$ cat config.mk
export PLATFORM = sky130hd
export DESIGN_NAME = axi4_to_axi4_stream_flat
export DESIGN_NICKNAME = d
export VERILOG_FILES = /design/src/rtl/frame_buffer_pkg.sv /design/src/rtl/axi4_if.sv /design/src/rtl/axi4_stream_if.sv /design/src/rtl/axi4_to_axi4_stream.sv /design/src/flat_wrapper.sv
export SDC_FILE = /design/constraint.sdc
export NUM_CORES = 1
export LEC_CHECK = 0
export BUFFER_PORTS_ARGS = -buffer_cell sky130_fd_sc_hd__buf_4
export CORE_AREA = 2 2 162 164
export DETAILED_ROUTE_END_ITERATION = 8
export DIE_AREA = 0 0 164 166
export HOLD_SLACK_MARGIN = 0.06
export PLACE_DENSITY_LB_ADDON = 0.05
export SYNTH_ARGS = -nofsm -noshare
export SYNTH_HDL_FRONTEND = slang
export SYNTH_SLANG_ARGS = --single-unit
export TNS_END_PERCENT = 1
$ cat constraint.sdc
create_clock -name clk_i -period 4.8 [get_ports clk_i]
set_input_delay 0 -clock clk_i [delete_from_list [all_inputs] [get_ports clk_i]]
set_output_delay 0 -clock clk_i [all_outputs]
set_load 0.02 [all_outputs]
$ cat src/rtl/frame_buffer_pkg.sv
// Shared AXI constants and word/strobe helpers for the frame buffer reader and writer.
// Latency: n/a (constants and combinational functions only).
// Backpressure: n/a.
package frame_buffer_pkg;

    localparam logic [1:0]  BURST_INCR      = 2'b01;
    localparam logic [1:0]  RESP_OKAY       = 2'b00;
    localparam int unsigned MAX_BURST_BEATS = 256;
    localparam int unsigned MAX_STRB_W      = 128;

    typedef enum logic [1:0] {
        S_IDLE,
        S_CALC_BURST,
        S_ADDR,
        S_DATA
    } rd_state_e;

    // Number of bus words needed to carry size bytes; w is a power of two.
    function automatic int unsigned words_from_bytes(input int unsigned size, input int unsigned w);
        return (size / w) + (((size % w) != 0) ? 32'd1 : 32'd0);
    endfunction

    // Byte mask for the final word: low rem bytes, or all w bytes when rem is zero.
    function automatic logic [MAX_STRB_W-1:0] last_strb(input int unsigned rem, input int unsigned w);
        logic [MAX_STRB_W-1:0] m;
        m = '0;
        for (int unsigned i = 0; i < MAX_STRB_W; i++) begin
            if ((i < w) && ((rem == 0) || (i < rem))) begin
                m[i] = 1'b1;
            end
        end
        return m;
    endfunction

endpackage

$ cat src/rtl/axi4_if.sv
// AXI4 memory-mapped bundle (all five channels) for the frame buffer memory port.
// Latency: n/a (wires only).
// Backpressure: standard per-channel valid/ready.
interface axi4_if #(
    parameter int ADDR_WIDTH   = 32,
    parameter int DATA_WIDTH   = 64,
    parameter int ID_WIDTH     = 1,
    parameter int AWUSER_WIDTH = 1,
    parameter int WUSER_WIDTH  = 1,
    parameter int ARUSER_WIDTH = 1
);
    logic [ID_WIDTH-1:0]     awid;
    logic [ADDR_WIDTH-1:0]   awaddr;
    logic [7:0]              awlen;
    logic [2:0]              awsize;
    logic [1:0]              awburst;
    logic                    awlock;
    logic [3:0]              awcache;
    logic [2:0]              awprot;
    logic [3:0]              awqos;
    logic [3:0]              awregion;
    logic [AWUSER_WIDTH-1:0] awuser;
    logic                    awvalid;
    logic                    awready;
    logic [DATA_WIDTH-1:0]   wdata;
    logic [DATA_WIDTH/8-1:0] wstrb;
    logic                    wlast;
    logic [WUSER_WIDTH-1:0]  wuser;
    logic                    wvalid;
    logic                    wready;
    logic [ID_WIDTH-1:0]     bid;
    logic [1:0]              bresp;
    logic                    bvalid;
    logic                    bready;
    logic [ID_WIDTH-1:0]     arid;
    logic [ADDR_WIDTH-1:0]   araddr;
    logic [7:0]              arlen;
    logic [2:0]              arsize;
    logic [1:0]              arburst;
    logic                    arlock;
    logic [3:0]              arcache;
    logic [2:0]              arprot;
    logic [3:0]              arqos;
    logic [3:0]              arregion;
    logic [ARUSER_WIDTH-1:0] aruser;
    logic                    arvalid;
    logic                    arready;
    logic [ID_WIDTH-1:0]     rid;
    logic [DATA_WIDTH-1:0]   rdata;
    logic [1:0]              rresp;
    logic                    rlast;
    logic                    rvalid;
    logic                    rready;

    modport master (
        output awid, awaddr, awlen, awsize, awburst, awlock, awcache, awprot, awqos, awregion,
               awuser, awvalid, wdata, wstrb, wlast, wuser, wvalid, bready,
               arid, araddr, arlen, arsize, arburst, arlock, arcache, arprot, arqos, arregion,
               aruser, arvalid, rready,
        input  awready, wready, bid, bresp, bvalid, arready, rid, rdata, rresp, rlast, rvalid
    );
endinterface

$ cat src/rtl/axi4_stream_if.sv
// AXI4-Stream bundle between the frame buffer reader and its packet consumer.
// Latency: n/a (wires only).
// Backpressure: tready from the slave stalls the master.
interface axi4_stream_if #(
    parameter int DATA_WIDTH = 64,
    parameter int ID_WIDTH   = 1,
    parameter int DEST_WIDTH = 1,
    parameter int USER_WIDTH = 1
);
    logic                    tvalid;
    logic                    tready;
    logic [DATA_WIDTH-1:0]   tdata;
    logic [DATA_WIDTH/8-1:0] tstrb;
    logic [DATA_WIDTH/8-1:0] tkeep;
    logic                    tlast;
    logic [ID_WIDTH-1:0]     tid;
    logic [DEST_WIDTH-1:0]   tdest;
    logic [USER_WIDTH-1:0]   tuser;

    modport master (output tvalid, tdata, tstrb, tkeep, tlast, tid, tdest, tuser, input tready);
    modport slave  (input tvalid, tdata, tstrb, tkeep, tlast, tid, tdest, tuser, output tready);
endinterface

$ cat src/rtl/axi4_to_axi4_stream.sv
// Reads a packet from memory with AXI4 INCR bursts (<=256 beats) and emits it as one AXI4-Stream packet.
// Latency: accept -> arvalid in 2 cycles; tvalid follows rvalid combinationally.
// Backpressure: rready is tready while in the data phase; new requests are held off until idle.
module axi4_to_axi4_stream
    import frame_buffer_pkg::*;
#(
    parameter int DATA_WIDTH         = 64,
    parameter int ADDR_WIDTH         = 32,
    parameter int ID_WIDTH           = 1,
    parameter int AWUSER_WIDTH       = 1,
    parameter int WUSER_WIDTH        = 1,
    parameter int ARUSER_WIDTH       = 1,
    parameter int MAX_PKT_SIZE_B     = 2048,
    parameter int MAX_PKT_SIZE_WIDTH = $clog2(MAX_PKT_SIZE_B)
) (
    input  logic                          clk_i,
    input  logic                          rst_n_i,
    input  logic                          req_valid_i,
    output logic                          req_ready_o,
    input  logic [ADDR_WIDTH-1:0]         addr_i,
    input  logic [MAX_PKT_SIZE_WIDTH-1:0] pkt_size_i,
    output logic                          busy_o,
    output logic                          rresp_err_o,
    axi4_stream_if.master                 pkt_o,
    axi4_if.master                        mem_o
);

    localparam int STRB_W  = DATA_WIDTH / 8;
    localparam int ALIGN   = $clog2(STRB_W);
    localparam int WORDS_W = MAX_PKT_SIZE_WIDTH;

    rd_state_e             state_q;
    logic [WORDS_W-1:0]    words_left_q;
    logic [ALIGN-1:0]      rem_q;
    logic [ADDR_WIDTH-1:0] cur_addr_q;
    logic [ADDR_WIDTH-1:0] araddr_q;
    logic [7:0]            arlen_q;
    logic [7:0]            burst_left_q;
    logic                  arvalid_q;
    logic                  rresp_err_q;

    logic [WORDS_W-1:0]    req_words_d;
    logic [8:0]            burst_len_d;
    logic                  r_hs;
    logic                  in_data;
    logic                  final_word;
    logic [STRB_W-1:0]     final_strb;
    logic                  unused_in;

    assign req_words_d = WORDS_W'(words_from_bytes(32'(pkt_size_i), STRB_W));
    assign burst_len_d = (32'(words_left_q) > MAX_BURST_BEATS) ? 9'(MAX_BURST_BEATS) : 9'(words_left_q);
    assign in_data     = (state_q == S_DATA);
    assign r_hs        = in_data && mem_o.rvalid && pkt_o.tready;
    assign final_word  = in_data && (words_left_q == WORDS_W'(1));
    assign final_strb  = STRB_W'(last_strb(32'(rem_q), STRB_W));

    assign req_ready_o = (state_q == S_IDLE);
    assign busy_o      = (state_q != S_IDLE);
    assign rresp_err_o = rresp_err_q;

    // Stream side is a straight pass-through of R with packet-level sideband.
    assign pkt_o.tvalid = in_data && mem_o.rvalid;
    assign pkt_o.tdata  = mem_o.rdata;
    assign pkt_o.tlast  = final_word;
    assign pkt_o.tstrb  = final_word ? final_strb : '1;
    assign pkt_o.tkeep  = final_word ? final_strb : '1;
    assign pkt_o.tid    = '0;
    assign pkt_o.tdest  = '0;
    assign pkt_o.tuser  = '0;

    // Read channels; the write side is parked.
    assign mem_o.arid     = ID_WIDTH'(0);
    assign mem_o.araddr   = araddr_q;
    assign mem_o.arlen    = arlen_q;
    assign mem_o.arsize   = 3'(ALIGN);
    assign mem_o.arburst  = BURST_INCR;
    assign mem_o.arlock   = 1'b0;
    assign mem_o.arcache  = '0;
    assign mem_o.arprot   = '0;
    assign mem_o.arqos    = '0;
    assign mem_o.arregion = '0;
    assign mem_o.aruser   = ARUSER_WIDTH'(0);
    assign mem_o.arvalid  = arvalid_q;
    assign mem_o.rready   = in_data && pkt_o.tready;

    assign mem_o.awid     = ID_WIDTH'(0);
    assign mem_o.awaddr   = '0;
    assign mem_o.awlen    = '0;
    assign mem_o.awsize   = '0;
    assign mem_o.awburst  = '0;
    assign mem_o.awlock   = 1'b0;
    assign mem_o.awcache  = '0;
    assign mem_o.awprot   = '0;
    assign mem_o.awqos    = '0;
    assign mem_o.awregion = '0;
    assign mem_o.awuser   = AWUSER_WIDTH'(0);
    assign mem_o.awvalid  = 1'b0;
    assign mem_o.wdata    = '0;
    assign mem_o.wstrb    = '0;
    assign mem_o.wlast    = 1'b0;
    assign mem_o.wuser    = WUSER_WIDTH'(0);
    assign mem_o.wvalid   = 1'b0;
    assign mem_o.bready   = 1'b1;

    // rlast is not trusted: the burst end comes from our own beat counter.
    assign unused_in = ^{mem_o.rid, mem_o.rlast, mem_o.awready, mem_o.wready,
                         mem_o.bid, mem_o.bresp, mem_o.bvalid};

    // Request/burst FSM: latch the request, issue one burst at a time, count beats home.
    always_ff @(posedge clk_i) begin
        if (!rst_n_i) begin
            state_q      <= S_IDLE;
            words_left_q <= '0;
            rem_q        <= '0;
            cur_addr_q   <= '0;
            araddr_q     <= '0;
            arlen_q      <= '0;
            burst_left_q <= '0;
            arvalid_q    <= 1'b0;
            rresp_err_q  <= 1'b0;
        end else begin
            rresp_err_q <= r_hs && (mem_o.rresp != RESP_OKAY);
            case (state_q)
                S_IDLE: begin
                    if (req_valid_i) begin
                        words_left_q <= req_words_d;
                        rem_q        <= pkt_size_i[ALIGN-1:0];
                        cur_addr_q   <= addr_i & ~ADDR_WIDTH'(STRB_W - 1);
                        // A zero-byte request is consumed without any bus activity.
                        if (req_words_d != '0) begin
                            state_q <= S_CALC_BURST;
                        end
                    end
                end
                S_CALC_BURST: begin
                    arlen_q      <= 8'(burst_len_d - 9'd1);
                    burst_left_q <= 8'(burst_len_d - 9'd1);
                    araddr_q     <= cur_addr_q;
                    arvalid_q    <= 1'b1;
                    state_q      <= S_ADDR;
                end
                S_ADDR: begin
                    if (mem_o.arready) begin
                        arvalid_q  <= 1'b0;
                        cur_addr_q <= cur_addr_q + ((ADDR_WIDTH'(arlen_q) + ADDR_WIDTH'(1)) << ALIGN);
                        state_q    <= S_DATA;
                    end
                end
                S_DATA: begin
                    if (r_hs) begin
                        words_left_q <= words_left_q - WORDS_W'(1);
                        burst_left_q <= burst_left_q - 8'd1;
                        if (burst_left_q == 8'd0) begin
                            state_q <= (words_left_q == WORDS_W'(1)) ? S_IDLE : S_CALC_BURST;
                        end
                    end
                end
                default: state_q <= S_IDLE;
            endcase
        end
    end

endmodule
$ cat src/flat_wrapper.sv
// flat-port wrapper written by rule: the top's interface ports become plain ports
module axi4_to_axi4_stream_flat import frame_buffer_pkg::*;
#(
    parameter int DATA_WIDTH         = 64,
    parameter int ADDR_WIDTH         = 32,
    parameter int ID_WIDTH           = 1,
    parameter int AWUSER_WIDTH       = 1,
    parameter int WUSER_WIDTH        = 1,
    parameter int ARUSER_WIDTH       = 1,
    parameter int MAX_PKT_SIZE_B     = 2048,
    parameter int MAX_PKT_SIZE_WIDTH = $clog2(MAX_PKT_SIZE_B)
)
  (clk_i, rst_n_i, req_valid_i, req_ready_o, addr_i, pkt_size_i, busy_o, rresp_err_o, pkt_o_tvalid, pkt_o_tdata, pkt_o_tstrb, pkt_o_tkeep, pkt_o_tlast, pkt_o_tid, pkt_o_tdest, pkt_o_tuser, pkt_o_tready, mem_o_awid, mem_o_awaddr, mem_o_awlen, mem_o_awsize, mem_o_awburst, mem_o_awlock, mem_o_awcache, mem_o_awprot, mem_o_awqos, mem_o_awregion, mem_o_awuser, mem_o_awvalid, mem_o_wdata, mem_o_wstrb, mem_o_wlast, mem_o_wuser, mem_o_wvalid, mem_o_bready, mem_o_arid, mem_o_araddr, mem_o_arlen, mem_o_arsize, mem_o_arburst, mem_o_arlock, mem_o_arcache, mem_o_arprot, mem_o_arqos, mem_o_arregion, mem_o_aruser, mem_o_arvalid, mem_o_rready, mem_o_awready, mem_o_wready, mem_o_bid, mem_o_bresp, mem_o_bvalid, mem_o_arready, mem_o_rid, mem_o_rdata, mem_o_rresp, mem_o_rlast, mem_o_rvalid);
  axi4_stream_if #(.DATA_WIDTH(DATA_WIDTH), .ID_WIDTH(ID_WIDTH)) pkt_o_i ();
  axi4_if #(.ADDR_WIDTH(ADDR_WIDTH), .DATA_WIDTH(DATA_WIDTH), .ID_WIDTH(ID_WIDTH), .AWUSER_WIDTH(AWUSER_WIDTH), .WUSER_WIDTH(WUSER_WIDTH), .ARUSER_WIDTH(ARUSER_WIDTH)) mem_o_i ();
  input  logic clk_i;
  input  logic rst_n_i;
  input  logic req_valid_i;
  output logic req_ready_o;
  input  logic [ADDR_WIDTH-1:0] addr_i;
  input  logic [MAX_PKT_SIZE_WIDTH-1:0] pkt_size_i;
  output logic busy_o;
  output logic rresp_err_o;
  output wire logic [$bits(pkt_o_i.tvalid)-1:0] pkt_o_tvalid;
  output wire logic [$bits(pkt_o_i.tdata)-1:0] pkt_o_tdata;
  output wire logic [$bits(pkt_o_i.tstrb)-1:0] pkt_o_tstrb;
  output wire logic [$bits(pkt_o_i.tkeep)-1:0] pkt_o_tkeep;
  output wire logic [$bits(pkt_o_i.tlast)-1:0] pkt_o_tlast;
  output wire logic [$bits(pkt_o_i.tid)-1:0] pkt_o_tid;
  output wire logic [$bits(pkt_o_i.tdest)-1:0] pkt_o_tdest;
  output wire logic [$bits(pkt_o_i.tuser)-1:0] pkt_o_tuser;
  input wire logic [$bits(pkt_o_i.tready)-1:0] pkt_o_tready;
  output wire logic [$bits(mem_o_i.awid)-1:0] mem_o_awid;
  output wire logic [$bits(mem_o_i.awaddr)-1:0] mem_o_awaddr;
  output wire logic [$bits(mem_o_i.awlen)-1:0] mem_o_awlen;
  output wire logic [$bits(mem_o_i.awsize)-1:0] mem_o_awsize;
  output wire logic [$bits(mem_o_i.awburst)-1:0] mem_o_awburst;
  output wire logic [$bits(mem_o_i.awlock)-1:0] mem_o_awlock;
  output wire logic [$bits(mem_o_i.awcache)-1:0] mem_o_awcache;
  output wire logic [$bits(mem_o_i.awprot)-1:0] mem_o_awprot;
  output wire logic [$bits(mem_o_i.awqos)-1:0] mem_o_awqos;
  output wire logic [$bits(mem_o_i.awregion)-1:0] mem_o_awregion;
  output wire logic [$bits(mem_o_i.awuser)-1:0] mem_o_awuser;
  output wire logic [$bits(mem_o_i.awvalid)-1:0] mem_o_awvalid;
  output wire logic [$bits(mem_o_i.wdata)-1:0] mem_o_wdata;
  output wire logic [$bits(mem_o_i.wstrb)-1:0] mem_o_wstrb;
  output wire logic [$bits(mem_o_i.wlast)-1:0] mem_o_wlast;
  output wire logic [$bits(mem_o_i.wuser)-1:0] mem_o_wuser;
  output wire logic [$bits(mem_o_i.wvalid)-1:0] mem_o_wvalid;
  output wire logic [$bits(mem_o_i.bready)-1:0] mem_o_bready;
  output wire logic [$bits(mem_o_i.arid)-1:0] mem_o_arid;
  output wire logic [$bits(mem_o_i.araddr)-1:0] mem_o_araddr;
  output wire logic [$bits(mem_o_i.arlen)-1:0] mem_o_arlen;
  output wire logic [$bits(mem_o_i.arsize)-1:0] mem_o_arsize;
  output wire logic [$bits(mem_o_i.arburst)-1:0] mem_o_arburst;
  output wire logic [$bits(mem_o_i.arlock)-1:0] mem_o_arlock;
  output wire logic [$bits(mem_o_i.arcache)-1:0] mem_o_arcache;
  output wire logic [$bits(mem_o_i.arprot)-1:0] mem_o_arprot;
  output wire logic [$bits(mem_o_i.arqos)-1:0] mem_o_arqos;
  output wire logic [$bits(mem_o_i.arregion)-1:0] mem_o_arregion;
  output wire logic [$bits(mem_o_i.aruser)-1:0] mem_o_aruser;
  output wire logic [$bits(mem_o_i.arvalid)-1:0] mem_o_arvalid;
  output wire logic [$bits(mem_o_i.rready)-1:0] mem_o_rready;
  input wire logic [$bits(mem_o_i.awready)-1:0] mem_o_awready;
  input wire logic [$bits(mem_o_i.wready)-1:0] mem_o_wready;
  input wire logic [$bits(mem_o_i.bid)-1:0] mem_o_bid;
  input wire logic [$bits(mem_o_i.bresp)-1:0] mem_o_bresp;
  input wire logic [$bits(mem_o_i.bvalid)-1:0] mem_o_bvalid;
  input wire logic [$bits(mem_o_i.arready)-1:0] mem_o_arready;
  input wire logic [$bits(mem_o_i.rid)-1:0] mem_o_rid;
  input wire logic [$bits(mem_o_i.rdata)-1:0] mem_o_rdata;
  input wire logic [$bits(mem_o_i.rresp)-1:0] mem_o_rresp;
  input wire logic [$bits(mem_o_i.rlast)-1:0] mem_o_rlast;
  input wire logic [$bits(mem_o_i.rvalid)-1:0] mem_o_rvalid;
  assign pkt_o_tvalid = pkt_o_i.tvalid;
  assign pkt_o_tdata = pkt_o_i.tdata;
  assign pkt_o_tstrb = pkt_o_i.tstrb;
  assign pkt_o_tkeep = pkt_o_i.tkeep;
  assign pkt_o_tlast = pkt_o_i.tlast;
  assign pkt_o_tid = pkt_o_i.tid;
  assign pkt_o_tdest = pkt_o_i.tdest;
  assign pkt_o_tuser = pkt_o_i.tuser;
  assign pkt_o_i.tready = pkt_o_tready;
  assign mem_o_awid = mem_o_i.awid;
  assign mem_o_awaddr = mem_o_i.awaddr;
  assign mem_o_awlen = mem_o_i.awlen;
  assign mem_o_awsize = mem_o_i.awsize;
  assign mem_o_awburst = mem_o_i.awburst;
  assign mem_o_awlock = mem_o_i.awlock;
  assign mem_o_awcache = mem_o_i.awcache;
  assign mem_o_awprot = mem_o_i.awprot;
  assign mem_o_awqos = mem_o_i.awqos;
  assign mem_o_awregion = mem_o_i.awregion;
  assign mem_o_awuser = mem_o_i.awuser;
  assign mem_o_awvalid = mem_o_i.awvalid;
  assign mem_o_wdata = mem_o_i.wdata;
  assign mem_o_wstrb = mem_o_i.wstrb;
  assign mem_o_wlast = mem_o_i.wlast;
  assign mem_o_wuser = mem_o_i.wuser;
  assign mem_o_wvalid = mem_o_i.wvalid;
  assign mem_o_bready = mem_o_i.bready;
  assign mem_o_arid = mem_o_i.arid;
  assign mem_o_araddr = mem_o_i.araddr;
  assign mem_o_arlen = mem_o_i.arlen;
  assign mem_o_arsize = mem_o_i.arsize;
  assign mem_o_arburst = mem_o_i.arburst;
  assign mem_o_arlock = mem_o_i.arlock;
  assign mem_o_arcache = mem_o_i.arcache;
  assign mem_o_arprot = mem_o_i.arprot;
  assign mem_o_arqos = mem_o_i.arqos;
  assign mem_o_arregion = mem_o_i.arregion;
  assign mem_o_aruser = mem_o_i.aruser;
  assign mem_o_arvalid = mem_o_i.arvalid;
  assign mem_o_rready = mem_o_i.rready;
  assign mem_o_i.awready = mem_o_awready;
  assign mem_o_i.wready = mem_o_wready;
  assign mem_o_i.bid = mem_o_bid;
  assign mem_o_i.bresp = mem_o_bresp;
  assign mem_o_i.bvalid = mem_o_bvalid;
  assign mem_o_i.arready = mem_o_arready;
  assign mem_o_i.rid = mem_o_rid;
  assign mem_o_i.rdata = mem_o_rdata;
  assign mem_o_i.rresp = mem_o_rresp;
  assign mem_o_i.rlast = mem_o_rlast;
  assign mem_o_i.rvalid = mem_o_rvalid;
  axi4_to_axi4_stream #(.DATA_WIDTH(DATA_WIDTH), .ADDR_WIDTH(ADDR_WIDTH), .ID_WIDTH(ID_WIDTH), .AWUSER_WIDTH(AWUSER_WIDTH), .WUSER_WIDTH(WUSER_WIDTH), .ARUSER_WIDTH(ARUSER_WIDTH), .MAX_PKT_SIZE_B(MAX_PKT_SIZE_B), .MAX_PKT_SIZE_WIDTH(MAX_PKT_SIZE_WIDTH)) u_core (.clk_i(clk_i), .rst_n_i(rst_n_i), .req_valid_i(req_valid_i), .req_ready_o(req_ready_o), .addr_i(addr_i), .pkt_size_i(pkt_size_i), .busy_o(busy_o), .rresp_err_o(rresp_err_o), .pkt_o(pkt_o_i), .mem_o(mem_o_i));
endmodule
* Word-level counts from Yosys, hierarchy flattened *
Index checks and enable logic that the tools add are counted.

storage, ports and cells
  bits in registers = 98
  input bits = 123
  output and inout port bits = 293
  logic and storage cells = 89

operators by class
  $add $sub $neg = 6
  magnitude comparators = 8
  equality and inequality tests = 9
  muxes and demuxes = 28
  reductions and logical operators = 29

operators with widths
  operator                                              number
  two-way mux 32 bit                                    2
  one-hot mux 32 bit (2 select lines)                   1
  adder 32 x 12 -> 32 bit                               1
  nonzero test 32 bit                                   1
  two-way mux 8 bit                                     3
  two-way mux 11 bit                                    2
  one-hot mux 11 bit (2 select lines)                   1
  one-hot mux 8 bit (2 select lines)                    1
  subtractor 8 x 1 -> 8 bit (second input constant)     2
  nonzero test 2 bit                                    6
  adder 8 x 11 -> 11 bit                                1
  == test 11 x 1 -> 1 bit (second input constant)       1
  > comparator 11 x 9 -> 1 bit (second input constant)  1
  two-way mux 1 bit                                     11
  nonzero test 11 bit                                   1
  subtractor 11 x 1 -> 11 bit (second input constant)   1
  two-way mux 2 bit                                     5
  adder 8 x 1 -> 9 bit (second input constant)          1
  < comparator 3 bit (first input constant)             3
  logical NOT 8 bit                                     1
  one-hot mux 2 bit (4 select lines)                    1
  logical OR 1 bit                                      7
  < comparator 1 x 3 -> 1 bit (first input constant)    2
  < comparator 2 x 3 -> 1 bit (first input constant)    2
  other kinds (11)                                      22

* Depth between registers and ports, before layout *
  word-level depth = 7
  depth in mapped cells = 12
  depth with buffers taken out = 11

* Worst setup path after synthesis *
No wires, ideal clock.

  path type = register to register
  start point = reg u_core.arlen_q[0] (netlist: u_core.mem_o.arlen[0])
  end point = reg u_core.cur_addr_q[18]
  library setup time = 0.120 ns
  data arrival time = 2.809 ns
  data required time = 4.680 ns
  slack = 1.871 ns
  stages on the path, launching flop included = 13
  path buffers = 1
  period minus slack after synthesis = 2.929 ns
  path through = dfxtp_1 and3_1 nand3_1 or2_2 xnor2_1 ha_1 and3_1 nand2_1 a21o_1 a21boi_0 buf_2 nor3_1 o31a_1

between the ends
  longest elaborated chain between the ends = 4

RTL lines
  element                              RTL line                    RTL
  start, declared                      axi4_to_axi4_stream.sv:37   logic [7:0] arlen_q;
  start signal, assigned               axi4_to_axi4_stream.sv:136  arlen_q <= 8'(burst_len_d - 9'd1);
  adder 8 x 1 -> 9 bit                 axi4_to_axi4_stream.sv:145  cur_addr_q <= cur_addr_q + ((ADDR_WIDTH'(arlen_q) + ADDR_WIDTH'(1)) << ALIGN);
  adder 32 x 12 -> 32 bit              axi4_to_axi4_stream.sv:145
  two-way mux 32 bit                   axi4_to_axi4_stream.sv:143  if (mem_o.arready) begin
  one-hot mux 32 bit (2 select lines)  axi4_to_axi4_stream.sv:123  case (state_q)
  end signal, assigned                 axi4_to_axi4_stream.sv:128  cur_addr_q <= addr_i & ~ADDR_WIDTH'(STRB_W - 1);
  end signal, assigned                 axi4_to_axi4_stream.sv:145
  end, declared                        axi4_to_axi4_stream.sv:35   logic [ADDR_WIDTH-1:0] cur_addr_q;

Every way passes these cells. The select of a mux whose other input is x is not followed.
A chain may end at the register's enable or synchronous reset.

* Final worst setup path *
  start point = reg u_core.state_q[1]
  end point = reg u_core.cur_addr_q[21]

between the ends
  longest elaborated chain between the ends = 3
  elaborated cells between the ends (all ways) = 7
  classes of those cells = 3 x eq/ne; 1 x mux; 3 x reduce/logical

RTL lines
  element                                                                       RTL line                    RTL
  start, declared                                                               axi4_to_axi4_stream.sv:32   rd_state_e state_q;
  start signal, assigned                                                        axi4_to_axi4_stream.sv:154  state_q <= (words_left_q == WORDS_W'(1)) ? S_IDLE : S_CALC_BURST;
  == test 2 bit / logical NOT 2 bit (equally long branches)                     axi4_to_axi4_stream.sv:123
  inequality test 2 bit (no line) / nonzero test 2 bit (equally long branches)  --
  AND reduction 3 bit (no line)                                                 --

Several ways; a longest one is shown, not always the timed one.

==> summary.md <==
| Metric | Value |
|---|---|
| Dpl hpwl | 14200 um |
| Worst path required time | 5.01 ns |
| Pin count of the biggest net entering global routing | slightly below 60 |
| Sequential fraction of design power | 29.5% |
| Worst r2r path cells | 9 |
| Flops & latches, synth | 92 |
| Post-cts repair resize count | 0 |
| Vias in the first global route | 5570 |
| Vias per inst | 4.417 |
| Chip height | about 170 um |
| Drt total wl | approximately 20000 um |
| Pint | 0.002377 W |
| Placer Congestion | 0.7730 |
| EDFF count, synth | 0 |
| Remaining antenna violation count | 0 |
| Clock sink total | between 90 and 100 |
| PwrDens | 526.6 nW/um^2 |
| Vias | 6047 |
| Global routing usage on met3 | roughly 2.3% |
| # rows | 59 |
| Synthesized area | 7243 um^2 |
| Tot Pwr | between 0.004 and 0.005 W |
| Hold Crit Class | input port to flop |
| Hold-critical path endpoint | u_core.cur_addr_q[25] |
| FF-to-FF End | u_core.cur_addr_q[21] |
| H-tree levels | 3 |
| Initial DRC Count | 268 |
| Buffers added on ports | ~110 |
| Worst setup SP type | flop |
| N_diodes | 0 |
| Gr busiest metal | met2 |
| Peak supply drop | 0.0002238 V |
| CTS clk-pin slew, worst paths | 0.07 ns |
| Setup_tns | 0 ns |
| Psw | 0.002109 W |
| First-pass DRT Iterations | 4 |
| Met2 Use GR | 24.02% |
| CTS tree | yes |
| Non-Filler Instances | 1369 |
| Nets@finish | 1174 |
| Skew final | 0.008061 ns |
| PnR worst setup slack | approximately 1.6 ns |
| RSZ-0062 raised after global routing | no |
| Post-synth ARST share | 0% |
| Register area share after synthesis | 25.43% |
| Fill count | 2749 |
| Core ar. | around 26000 um^2 |
| Hold Crit Depth | 4 |
| CP Capture Type | flop |
| DR WL/cell | 14.72 um |
| Top_reg_cell synth | dfxtp_1 |
| DR DRC count | 0 |
| Area Growth Syn to Fin | 17.60% |
| Netlist cell types | 66 |
| Worst r2r src | u_core.state_q[1] |
| Combinational share of power | 52.3% |
| Clock power share | 18.2% |
| Sw Share | 47.01% |
| Clk buf depth | 2 |
| Worst Path Arrival | 3.41 ns |
| Max Transition Viols Final | 0 |
| Worst slack, placed | between 1.5 and 2 ns |
| Commonest non-fill, non-tap cell in the layout | conb_1 |
| Status | complete, no violations |
| Die Width | approximately 160 um |
| Placed Instances | 1251 |
| # IOs | 416 |
| Avg Inst Size Synth | 7.890 um^2 |
| Slew HR | 29.08% |
| R2R Setup Slk | 1.60 ns |
| Remaining global-route overflow | 0 |
| Final worst path period need | around 3.2 ns |
| Cells after Synth | ~900 |
| Measured slew at the worst slew-check pin | 1.061 ns |
| Total Routing Usage GR | 14.23% |
| Met1 GRT Util | 19.08% |
| Final hold violation count | 0 |
| Max Cap Viol | 0 |
| First-pass GRT wire length | 30780 um |
| Hold path startpoint | addr_i[25] |
| Setup violators final | 0 |
| Synth warn | 0 |
| Leak | 3.661 nW |
| Fin crit share | 66.68% |
| Worst-skew pair later-pin latency | 0.35 ns |
| Layout cells sized above 1 | 13.93% |
| Crit path max fanout | 26 |
| Commonest cells after routing, fill and taps aside | 171 x conb_1, 113 x buf_4, 102 x dlygate4sd3_1, 92 x dfxtp_1, 71 x nor2_1 |
| Starting density of the core | around 28% |
| Clock root cell | clkbuf_16 |
| FMAX | 0.3124 GHz |
| WS Path Type | flop to flop |
| Die footprint | 27220 um^2 |
| Initial antenna violation count | 0 |
| Total CTS buffers | 9 |
power groups by stage:
stage               clock (W)  sequential, W  combinational [W]
CTS                  0.000850        0.00133            0.00239
global placement            0        0.00135            0.00229
floorplan                   0        0.00130            0.00176
global route         0.000873        0.00138            0.00262
finish               0.000816        0.00132            0.00235
detailed placement          0        0.00134            0.00227
synthesized netlist by cell type (all sizes together) (7+ instances only):
cell type  instances  area share [%]
buf              248              26
dfxtp             92              25
nor2              71             3.7
nand2             55             2.9
a21oi             54             3.8
clkbuf            36             1.9
mux2i             36             5.0
o21ai             34             2.3
nand3             28             2.1
ha                21             3.6
inv               21             1.1
a31oi             19             1.6
nor3              16             1.1
xor2              14             1.7
a211oi            12             1.2
and3              12             1.0
xnor2             11             1.3
a21o               9            0.93
and4               9             1.1
or4                9            0.98
nor4               8            0.69
o211ai             7            0.73
worst max path at each step:
stage / from / endpoint / slack, ns / depth (start not counted)
after floorplan: u_core.mem_o.arlen[0] / u_core.cur_addr_q[18] / 1.87 / 12
after global placement: u_core.state_q[0] / u_core.cur_addr_q[21] / 1.54 / 9
after detailed placement: u_core.state_q[1] / u_core.cur_addr_q[21] / 1.53 / 9
after CTS: u_core.state_q[1] / u_core.cur_addr_q[21] / 1.53 / 9
after global routing: u_core.mem_o.arlen[0] / u_core.cur_addr_q[18] / 1.38 / 12
final: u_core.state_q[1] / u_core.cur_addr_q[21] / 1.60 / 9
worst max-delay path, cell delays in order (launching register included):
cell and delay (ns):
dfxtp_1 0.42, inv_1 0.09, ha_1 0.34, nand2b_1 0.33
a21boi_0 0.22, buf_4 0.22, nand2_1 0.64, or2_2 0.55
o211ai_1 0.16, a31oi_1 0.09
final cells by class:
cell class	count	area [um^2]	share of cell area [%]
Tap cell	335	419.2	4.921
Clock inverter	5	82.58	0.9694
Timing Repair Buffer	215	1869	21.94
Inverter	22	82.58	0.9694
Multi-Input combinational cell	689	3970	46.61
Clock buffer	11	252.7	2.967
Sequential cell	92	1842	21.62
cells by family after synthesis:
logic type	count (synthesis)	synth area share, %
adders and majority gates	22	3.904
muxes	38	5.286
xor gates and xnor gates	25	3.023
other	2	0.1037
and+or+nand+nor	245	16.98
AOI/OAI and AO/OA	188	16.72
DFF	92	25.43
buffers and inverters	306	28.55
sequential cells by signal (all words and copies together) (netlist names):
register              cells
u_core.mem_o.arlen        8
u_core.rem_q              3
u_core.cur_addr_q        29
u_core.burst_left_q       8
u_core.words_left_q      11
u_core.mem_o.arvalid      1
u_core.state_q            2
u_core.rresp_err_o        1
u_core.mem_o.araddr      29
routing by layer:
| metal | share of wire (%) | wire length [um] |
|---|---|---|
| met1 | 46 | 9201 |
| met5 | 0 | 0 |
| met2 | 49 | 9799 |
| met3 | 4.8 | 970 |
| met4 | 0.89 | 180 |
stage by stage:
stage                     utilization [%]  hold slack, ns  instance area (um^2)
after floorplan                         -          0.1126                  7878
after global placement              27.96       0.0001367                  7162
after detailed placement            27.96       0.0001367                  7162
after CTS                           33.25         0.07065                  8518
after global routing                33.25         0.08398                  8518
final                               33.25         0.07982                  8518
what timing repair did:
action / in CTS / in global routing
hold buffers: 102 / 0
hold endpoints to repair: 96 / 0
buffers inserted: 0 / 0
Note: power is estimated with default switching activity, not from simulation.
